<file path="config.mk">
export PLATFORM = sky130hd
export DESIGN_NAME = slave_port_arbiter
export DESIGN_NICKNAME = d
export VERILOG_FILES = /design/src/rtl/xbar_pkg.sv /design/src/rtl/rr_picker.sv /design/src/rtl/slave_port_arbiter.sv
export SDC_FILE = /design/constraint.sdc
export NUM_CORES = 1
export LEC_CHECK = 0
export CAP_MARGIN = 20
export CORE_ASPECT_RATIO = 0.6
export CORE_UTILIZATION = 38
export DETAILED_ROUTE_END_ITERATION = 8
export GPL_ROUTABILITY_DRIVEN = 0
export HOLD_SLACK_MARGIN = 0.12
export PLACE_DENSITY = 0.95
export SYNTH_ARGS = -nofsm -noshare
export SYNTH_HDL_FRONTEND = slang
export SYNTH_SLANG_ARGS = --single-unit
</file>
<file path="constraint.sdc">
create_clock -name aclk -period 3.6 [get_ports aclk]
set_input_delay 0.72 -clock aclk [delete_from_list [all_inputs] [get_ports aclk]]
set_output_delay 0.72 -clock aclk [all_outputs]
set_load 0.02 [all_outputs]
</file>
<file path="src/rtl/xbar_pkg.sv">
// Shared definitions for the crossbar slave-port arbitration logic.
//   arb_state_e : arbiter FSM states (IDLE, BUSY, RELEASE)
//   idx_w()     : width of a master index, never less than one bit
//   CMD_W/SEL_W : widths of the per-master command and slave-select fields
package xbar_pkg;

  typedef enum logic [1:0] {
    ST_IDLE    = 2'd0,
    ST_BUSY    = 2'd1,
    ST_RELEASE = 2'd2
  } arb_state_e;

  function automatic int idx_w(input int n);
    return (n <= 1) ? 1 : $clog2(n);
  endfunction

  localparam int MAX_MASTERS = 8;
  localparam int MAX_IDX_W   = idx_w(MAX_MASTERS);
  localparam int CMD_W       = 1;
  localparam int SEL_W       = 1;

endpackage

</file>
<file path="src/rtl/rr_picker.sv">
// Combinational round-robin picker.
//   eligible  : one bit per requester
//   ptr       : index where the upward search starts (wraps at N-1 -> 0)
//   any_valid : at least one requester is eligible
//   winner    : index of the first eligible requester at or after ptr
//   winner_oh : one-hot form of winner, all zero when nothing is eligible
module rr_picker
  import xbar_pkg::*;
#(
  parameter int N  = 2,
  parameter int IW = idx_w(N)
) (
  input  logic [N-1:0]  eligible,
  input  logic [IW-1:0] ptr,
  output logic          any_valid,
  output logic [IW-1:0] winner,
  output logic [N-1:0]  winner_oh
);

  always_comb begin
    int idx;
    idx       = 0;
    any_valid = 1'b0;
    winner    = '0;
    winner_oh = '0;
    for (int k = 0; k < N; k++) begin
      idx = int'(ptr) + k;
      if (idx >= N) idx = idx - N;
      if (!any_valid && eligible[idx]) begin
        any_valid      = 1'b1;
        winner         = IW'(idx);
        winner_oh[idx] = 1'b1;
      end
    end
  end

endmodule

</file>
<file path="src/rtl/slave_port_arbiter.sv">
// Shares one crossbar slave port between NUM_MASTERS request channels.
// A master is eligible when it requests and its sel matches SLAVE_ID; the
// winner is chosen round-robin, its request is latched onto the slave port,
// and the slave's ack is returned one cycle later as a one-hot m_ack pulse
// together with the slave read data.
//   aclk, aresetn                     : clock, synchronous active-low reset
//   m_req/m_cmd/m_sel/m_addr/m_wdata  : packed master request channels
//   m_ack, m_rdata                    : completion pulse and read data
//   s_req/s_cmd/s_addr/s_wdata        : request to the slave
//   s_ack, s_rdata                    : slave completion and read data
//   grant                             : one-hot port owner, 0 when idle
//   busy                              : high while the port is owned
module slave_port_arbiter
  import xbar_pkg::*;
#(
  parameter int   NUM_MASTERS = 2,
  parameter int   AWIDTH      = 32,
  parameter int   DWIDTH      = 32,
  parameter logic SLAVE_ID    = 1'b0
) (
  input  logic                          aclk,
  input  logic                          aresetn,
  input  logic [NUM_MASTERS-1:0]        m_req,
  input  logic [NUM_MASTERS-1:0]        m_cmd,
  input  logic [NUM_MASTERS-1:0]        m_sel,
  input  logic [NUM_MASTERS*AWIDTH-1:0] m_addr,
  input  logic [NUM_MASTERS*DWIDTH-1:0] m_wdata,
  output logic [NUM_MASTERS-1:0]        m_ack,
  output logic [DWIDTH-1:0]             m_rdata,
  output logic                          s_req,
  output logic                          s_cmd,
  output logic [AWIDTH-1:0]             s_addr,
  output logic [DWIDTH-1:0]             s_wdata,
  input  logic                          s_ack,
  input  logic [DWIDTH-1:0]             s_rdata,
  output logic [NUM_MASTERS-1:0]        grant,
  output logic                          busy
);

  localparam int             IW   = idx_w(NUM_MASTERS);
  localparam logic [IW-1:0]  LAST = IW'(NUM_MASTERS - 1);

  arb_state_e             state;
  logic [IW-1:0]          rr_ptr;
  logic [IW-1:0]          win_idx;

  logic [NUM_MASTERS-1:0] eligible;
  logic                   pick_valid;
  logic [IW-1:0]          pick_idx;
  logic [NUM_MASTERS-1:0] pick_oh;
  logic                   pick_cmd;
  logic [AWIDTH-1:0]      pick_addr;
  logic [DWIDTH-1:0]      pick_wdata;

  assign eligible = m_req & ~(m_sel ^ {NUM_MASTERS{SLAVE_ID}});

  rr_picker #(
    .N  (NUM_MASTERS),
    .IW (IW)
  ) u_picker (
    .eligible  (eligible),
    .ptr       (rr_ptr),
    .any_valid (pick_valid),
    .winner    (pick_idx),
    .winner_oh (pick_oh)
  );

  // One-hot mux of the winning master's request fields.
  always_comb begin
    pick_cmd   = 1'b0;
    pick_addr  = '0;
    pick_wdata = '0;
    for (int i = 0; i < NUM_MASTERS; i++) begin
      if (pick_oh[i]) begin
        pick_cmd   = m_cmd[i];
        pick_addr  = m_addr[i*AWIDTH +: AWIDTH];
        pick_wdata = m_wdata[i*DWIDTH +: DWIDTH];
      end
    end
  end

  always_ff @(posedge aclk) begin
    if (!aresetn) begin
      state   <= ST_IDLE;
      rr_ptr  <= '0;
      win_idx <= '0;
      grant   <= '0;
      busy    <= 1'b0;
      s_req   <= 1'b0;
      s_cmd   <= 1'b0;
      s_addr  <= '0;
      s_wdata <= '0;
      m_ack   <= '0;
      m_rdata <= '0;
    end else begin
      m_ack <= '0;
      case (state)
        ST_IDLE: begin
          if (pick_valid) begin
            grant   <= pick_oh;
            win_idx <= pick_idx;
            s_req   <= 1'b1;
            s_cmd   <= pick_cmd;
            s_addr  <= pick_addr;
            s_wdata <= pick_wdata;
            busy    <= 1'b1;
            state   <= ST_BUSY;
          end
        end
        // Slave outputs stay frozen; the winner dropping req does not abort.
        ST_BUSY: begin
          if (s_ack) begin
            s_req   <= 1'b0;
            s_cmd   <= 1'b0;
            s_addr  <= '0;
            s_wdata <= '0;
            m_ack   <= grant;
            m_rdata <= s_rdata;
            rr_ptr  <= (win_idx == LAST) ? '0 : win_idx + 1'b1;
            state   <= ST_RELEASE;
          end
        end
        // grant is the winner's one-hot, so masking m_req with it isolates
        // the winner's request level without a variable index.
        ST_RELEASE: begin
          if ((m_req & grant) == '0) begin
            grant <= '0;
            busy  <= 1'b0;
            state <= ST_IDLE;
          end
        end
        default: state <= ST_IDLE;
      endcase
    end
  end

endmodule
</file>
# Yosys cells after proc, flatten, opt, wreduce, memory -nomap -nowiden
# Index checks and enable logic that the tools add are counted.
[word_totals]
register_bits = 107
latch_bits = 0
ramBits = 0
mem_bits_ro = 0
n_memories = 0
[op_classes]
n_addsub = 4
n_mul = 0
div = 0
n_lt_le_gt_ge = 6
eq_ne = 5
shifts = 0
mux = 43
n_bitwise = 4
n_reduce_logical = 14
[ops]
columns = ["cell", "count"]
rows = [
  ["$mux W32", 9],
  ["$pmux W32 S2", 2],
  ["$ge A32 B1 Y1 const B", 2],
  ["$lt A32 B3 Y1 const B", 2],
  ["$ge A32 B3 Y1 const B", 1],
  ["$sub A32 B3 Y32 const B", 1],
  ["$mux W1", 19],
  ["$mux W2", 6],
  ["$reduce_and A3 Y1", 4],
  ["$ne A2 B2 Y1 const B", 3],
  ["$pmux W1 S2", 3],
  ["$pmux W2 S3", 1],
  ["$and A2 B2 Y2", 2],
  ["$logic_not A2 Y1", 2],
  ["$pmux W2 S2", 1],
  ["$reduce_and A2 Y1", 2],
  ["$reduce_bool A2 Y1", 2],
  ["$logic_and A1 B1 Y1", 3],
  ["$sub A1 B2 Y3 const B", 1],
  ["$add A1 B1 Y2 const B", 1],
  ["$demux W1 S1", 2],
  ["$eq A2 B1 Y1 const B", 1],
  ["$eq A2 B2 Y1 const B", 1],
  ["$ge A1 B2 Y1 const B", 1],
  ["other kinds (4)", 4],
]

# Logic depth before layout (Yosys ltp)
[depth]
ltp_word = 13
depth_mapped = 6
mapped_depth_nobuf = 4

# By module
# From an unflattened synthesis, not the netlist that was laid out.
[hier_totals]
cells_unflattened = 628
area_unflattened_um2 = 5226.3
[modules_own_cells]
columns = ["mod", "instances", "cells_each", "area_each_um2", "seq_area_each_um2"]
rows = [
  ["slave_port_arbiter", 1, 623, 5193.7, 2142.1],
  ["rr_picker", 1, 5, 32.5, 0.0],
]

# Least setup slack after synthesis
# No wires, ideal clock.
[synth_timing]
kind = "in2reg"
from = "input port m_sel[0]"
to = "register s_addr[0]"
setup_time_ps = 122
arrival_ps = 1879
t_required_ps = 3478
slack_ps = 1600
path_stages = 6
path_buffers = 2
cell_sequence = "nand2b_1 > o211a_1 > and2_1 > buf_2 > clkbuf_1 > a221o_1"
[synth_via]
elab_chain_len = 13
[synth_rtl]
columns = ["element", "line", "rtl"]
rows = [
  ["start, declared", "slave_port_arbiter.sv:25", "input logic [NUM_MASTERS-1:0] m_sel,"],
  ["$not A2 Y2 (*)", "slave_port_arbiter.sv:55", "assign eligible = m_req & ~(m_sel ^ {NUM_MASTERS{SLAVE_ID}});"],
  ["$and A2 B2 Y2 (*)", "slave_port_arbiter.sv:55", ""],
  ["$mux W1 (not written as such) (3 in a row)", "rr_picker.sv:29", "if (!any_valid && eligible[idx]) begin"],
  ["$mux W1", "rr_picker.sv:29", ""],
  ["$logic_not A1 Y1", "rr_picker.sv:29", ""],
  ["$logic_and A1 B1 Y1", "rr_picker.sv:29", ""],
  ["$mux W2", "rr_picker.sv:29", ""],
  ["$mux W32 (2 in a row)", "slave_port_arbiter.sv:74", "if (pick_oh[i]) begin"],
  ["$mux W32", "slave_port_arbiter.sv:99", "if (pick_valid) begin"],
  ["$pmux W32 S2", "slave_port_arbiter.sv:97", "case (state)"],
  ["end signal, assigned", "slave_port_arbiter.sv:104", "s_addr <= pick_addr;"],
  ["end, declared", "slave_port_arbiter.sv:32", "output logic [AWIDTH-1:0] s_addr,"],
]
# Mark *: on every way between the ends. The rest lies on a longest branch, timed or not. The select of a mux whose other input is x is not followed.
# A chain may end at the register's enable or synchronous reset.

# Worst setup path after layout
[layout_timing]
from = "input port m_req[0]"
to = "register s_wdata[19]"
[layout_via]
elab_chain_len = 12
[layout_rtl]
columns = ["element", "line", "rtl"]
rows = [
  ["start, declared", "slave_port_arbiter.sv:23", "input logic [NUM_MASTERS-1:0] m_req,"],
  ["$and A2 B2 Y2 (*)", "slave_port_arbiter.sv:55", ""],
  ["$mux W1 (not written as such) (3 in a row)", "rr_picker.sv:29", ""],
  ["$mux W1", "rr_picker.sv:29", ""],
  ["$logic_not A1 Y1", "rr_picker.sv:29", ""],
  ["$logic_and A1 B1 Y1", "rr_picker.sv:29", ""],
  ["$mux W2", "rr_picker.sv:29", ""],
  ["$mux W32 (2 in a row)", "slave_port_arbiter.sv:74", ""],
  ["$mux W32", "slave_port_arbiter.sv:99", ""],
  ["$pmux W32 S2", "slave_port_arbiter.sv:97", ""],
  ["end signal, assigned", "slave_port_arbiter.sv:105", "s_wdata <= pick_wdata;"],
  ["end, declared", "slave_port_arbiter.sv:33", "output logic [DWIDTH-1:0] s_wdata,"],
]
# Marks and branches as above.

==> impl_metrics.csv <==
group,metric,value,unit
clock_network,htree_levels,3,
final_layout,multi_input_area,1680,µm²
global_route,grt_max_degree,47,
sta,tightest_slew,0.622,ns
critical_path,crit_slowest_cell,"clkdlybuf4s50_1",
sta,relSlewSlack,58.3,%
sta,drv_slew,0,
critical_path,crit_type,"input pin to register",
drt,final_antenna_net_count,0,
run_status,status,"finished, final reports clean",
critical_path,cpLargestDelayFamily,"buffers and inverters",
critical_path,r2r_start,"state[0]",
drt,wire_per_inst,17.2,µm
clock_network,cts_tree,"done",
logic_synthesis,ys_ff_latch,107,
logic_synthesis,synth_cell_type_count,23,
final_layout,seq_area,2140,µm²
sta,finalCritPeriodShare,67.0,%
min_path,hp-class,"register to register",
final_layout,fillers,725,
logic_synthesis,netlist_area,3990,µm²
logic_synthesis,synth_nets,570,
clock_network,ctsHoldBuffers,0,
sta,final-hold-violation-count,0,
clock_network,clockBufferDepth,2,
floorplan,start_util,39.8,%
place,placedCellCount,784,
critical_path,cp.required,3.87,ns
floorplan,coreArea,10000,µm²
critical_path,startpoint_type,"input pin",
global_route,grt_antenna_before_repair,0,
sta,final.setup_skew,0.00653,ns
critical_path,critPathBufInv,2,
logic_synthesis,yosysSeqAreaShare,53.7,%
critical_path,endpoint_kind,"register",
job,maxCapViolCount,0,
critical_path,cpPeakStageDelay,0.51,ns
clock_network,cts_sinks,107,
global_route,grt_use_total,24.3,%
sta,finalSetupViolations,0,
global_route,grt_pass1_vias,3965,
drt,wl,13700,µm
final_layout,fin_cells,800,
logic_synthesis,synth_top_area_share,53.7,%
final_layout,drive_gt1_share,4.36,%
critical_path,critPathLaunch,"m_req[0]",
floorplan,std_cell_rows,28,
pwr,leakagePower,2.65,nW
floorplan,ioPinCount,272,
drt,firstDrtPassIters,5,
drt,route.detailed.drc,0,
drt,via_per_inst,5.11,
sta,fin_crit,2.41,ns
place,dp_hpwl,10700,µm
drt,num_vias,4084,
drt,dr.first_iter.drc_count,209,
clock_network,cts_setup_buffers,0,
floorplan,die_w,134,µm
critical_path,cp_max_fo,41,
final_layout,fin_util,70.6,%
sta,grt_setup_unrepaired,"false",
critical_path,worst_ep_arrival_time,2.69,ns
floorplan,dieHeight,81.4,µm
sta,tns,0,ns
clock_network,cts_buffers,9,
logic_synthesis,synth.area.top_cells,"dfxtp_1 54%, a221o_1 16%, and2_1 10%, nand2_1 6.2%, a21oi_1 4.6%",
min_path,hold_start,"m_rdata[18]",
pwr,ir_worst_vdd,0.258,mV
global_route,grt_pass1_wl,20300,µm
clock_network,cts.clk_slew.worst_paths,0.07,ns
global_route,overflow,0,
clock_network,insertion_delay,0.33,ns
sta,max_freq,414,MHz
final_layout,antenna_cells,0,
clock_network,root_buffer,"clkbuf_16",
clock_network,cts_resized,0,
place,port_buffers,271,
logic_synthesis,yosysTopAreaCell,"dfxtp_1",
logic_synthesis,syn_area_per_cell,9.96,µm²
final_layout,syn2layout_area_growth,77.3,%
logic_synthesis,synth_cells,401,
critical_path,crit_chain,"clkdlybuf4s50_1 > or4b_4 > a211oi_4 > buf_4 > and2_1 > a221o_1",
floorplan,die_area,10900,µm²
pwr,powerDensity,403,nW/µm²
final_layout,finalNetCount,829,
logic_synthesis,synth.yosys.warnings,0,
[cells in the mapped netlist]
cell type  count
or3b_2         1
nor3_1         3
nand2b_1       3
a22oi_1        1
and3b_1        1
a221o_1       65
a21oi_1       37
buf_6          5
a211oi_4       1
or4b_4         1
buf_2          3
a2111oi_0      1
nand2_1       66
clkbuf_1      24
a21boi_1       1
nor2_1         5
o21bai_1       2
and2_1        66
nor2b_1        1
nand3b_1       3
dfxtp_1      107
o211a_1        1
inv_1          3
[worst min-delay path, cell delays in order, from the launching register on]
cell	delay, ns
dfxtp_1	0.31
nand2_1	0.05
a21oi_1	0.05
[state kept, by name, indices dropped and copies added (netlist names)]
signal / cells
rr_ptr: 1
m_rdata: 32
grant: 2
s_cmd: 1
s_wdata: 32
busy: 1
s_req: 1
state: 2
m_ack: 2
s_addr: 32
win_idx: 1
[cell families after synthesis]
| kind of cell | share of synthesized area, % |
|---|---|
| AND/OR/NAND/NOR | 19.4 |
| AO/OA/AOI/OAI | 22.7 |
| buffers and inverters | 4.32 |
| flip-flops | 53.7 |
[metal layers]
metal | vias up | global-route usage, % | wire length (µm)
li1 | 1949 | - | -
met1 | 1931 | 28.0 | 5530
met2 | 184 | 43.6 | 6940
met3 | 20 | 7.37 | 999
met4 | 0 | 7.87 | 263
met5 | - | 0 | 0
[power by group]
group	internal [mW]	switching, mW	total (mW)	leakage (nW)
clock	0.476	0.440	0.916	0.130
sequential	1.26	0.0482	1.31	0.874
combinational	0.364	0.263	0.626	1.65
[metrics by stage]
| stage | hold WS [ns] | cell area [µm²] | worst slack [ns] | power (mW) |
|---|---|---|---|---|
| after global placement | 0.442 | 6790 | 0.419 | 1.94 |
| after detailed placement | 0.449 | 6800 | 0.817 | 1.96 |
| after CTS | 0.459 | 7080 | 1.17 | 2.88 |
| after global routing | 0.476 | 7080 | 1.10 | 2.97 |
| after floorplan | 0.444 | 3990 | 1.60 | 1.58 |
| final | 0.457 | 7080 | 1.19 | 2.85 |
[worst paths after layout]
path	end	slack, ns	cells past startpoint
hold reg to reg	m_rdata[18]	0.46	2
setup / recovery	s_wdata[19]	1.19	6
setup reg to reg	s_wdata[19]	1.64	5
hold / removal	m_rdata[18]	0.46	2
[layout make-up]
class | count | share of cell area (%)
clock buffer | 10 | 3.23
clock inverter | 6 | 0.654
inverter | 3 | 0.159
multi-input combinational | 259 | 23.8
sequential | 107 | 30.3
tap | 135 | 2.39
timing repair buffer | 280 | 39.5
[cells in the final DEF (no fill, tap or decap)]
cell type	n
a2111oi_0	1
a211oi_4	1
a21boi_1	1
a21oi_1	37
a221o_1	65
a22oi_1	1
and2_1	65
and2_2	1
and3b_1	1
buf_12	1
buf_4	7
buf_6	1
clkbuf_1	1
clkbuf_16	9
clkdlybuf4s50_1	271
clkinv_2	1
clkinvlp_4	2
dfxtp_1	107
inv_1	3
inv_6	3
nand2_1	66
nand2b_1	3
nand3b_1	3
nor2_1	5
nor2b_1	1
nor3_1	2
nor3_2	1
o211a_1	1
o21bai_1	2
or3b_2	1
or4b_4	1
(Power assumes the default switching activity.)
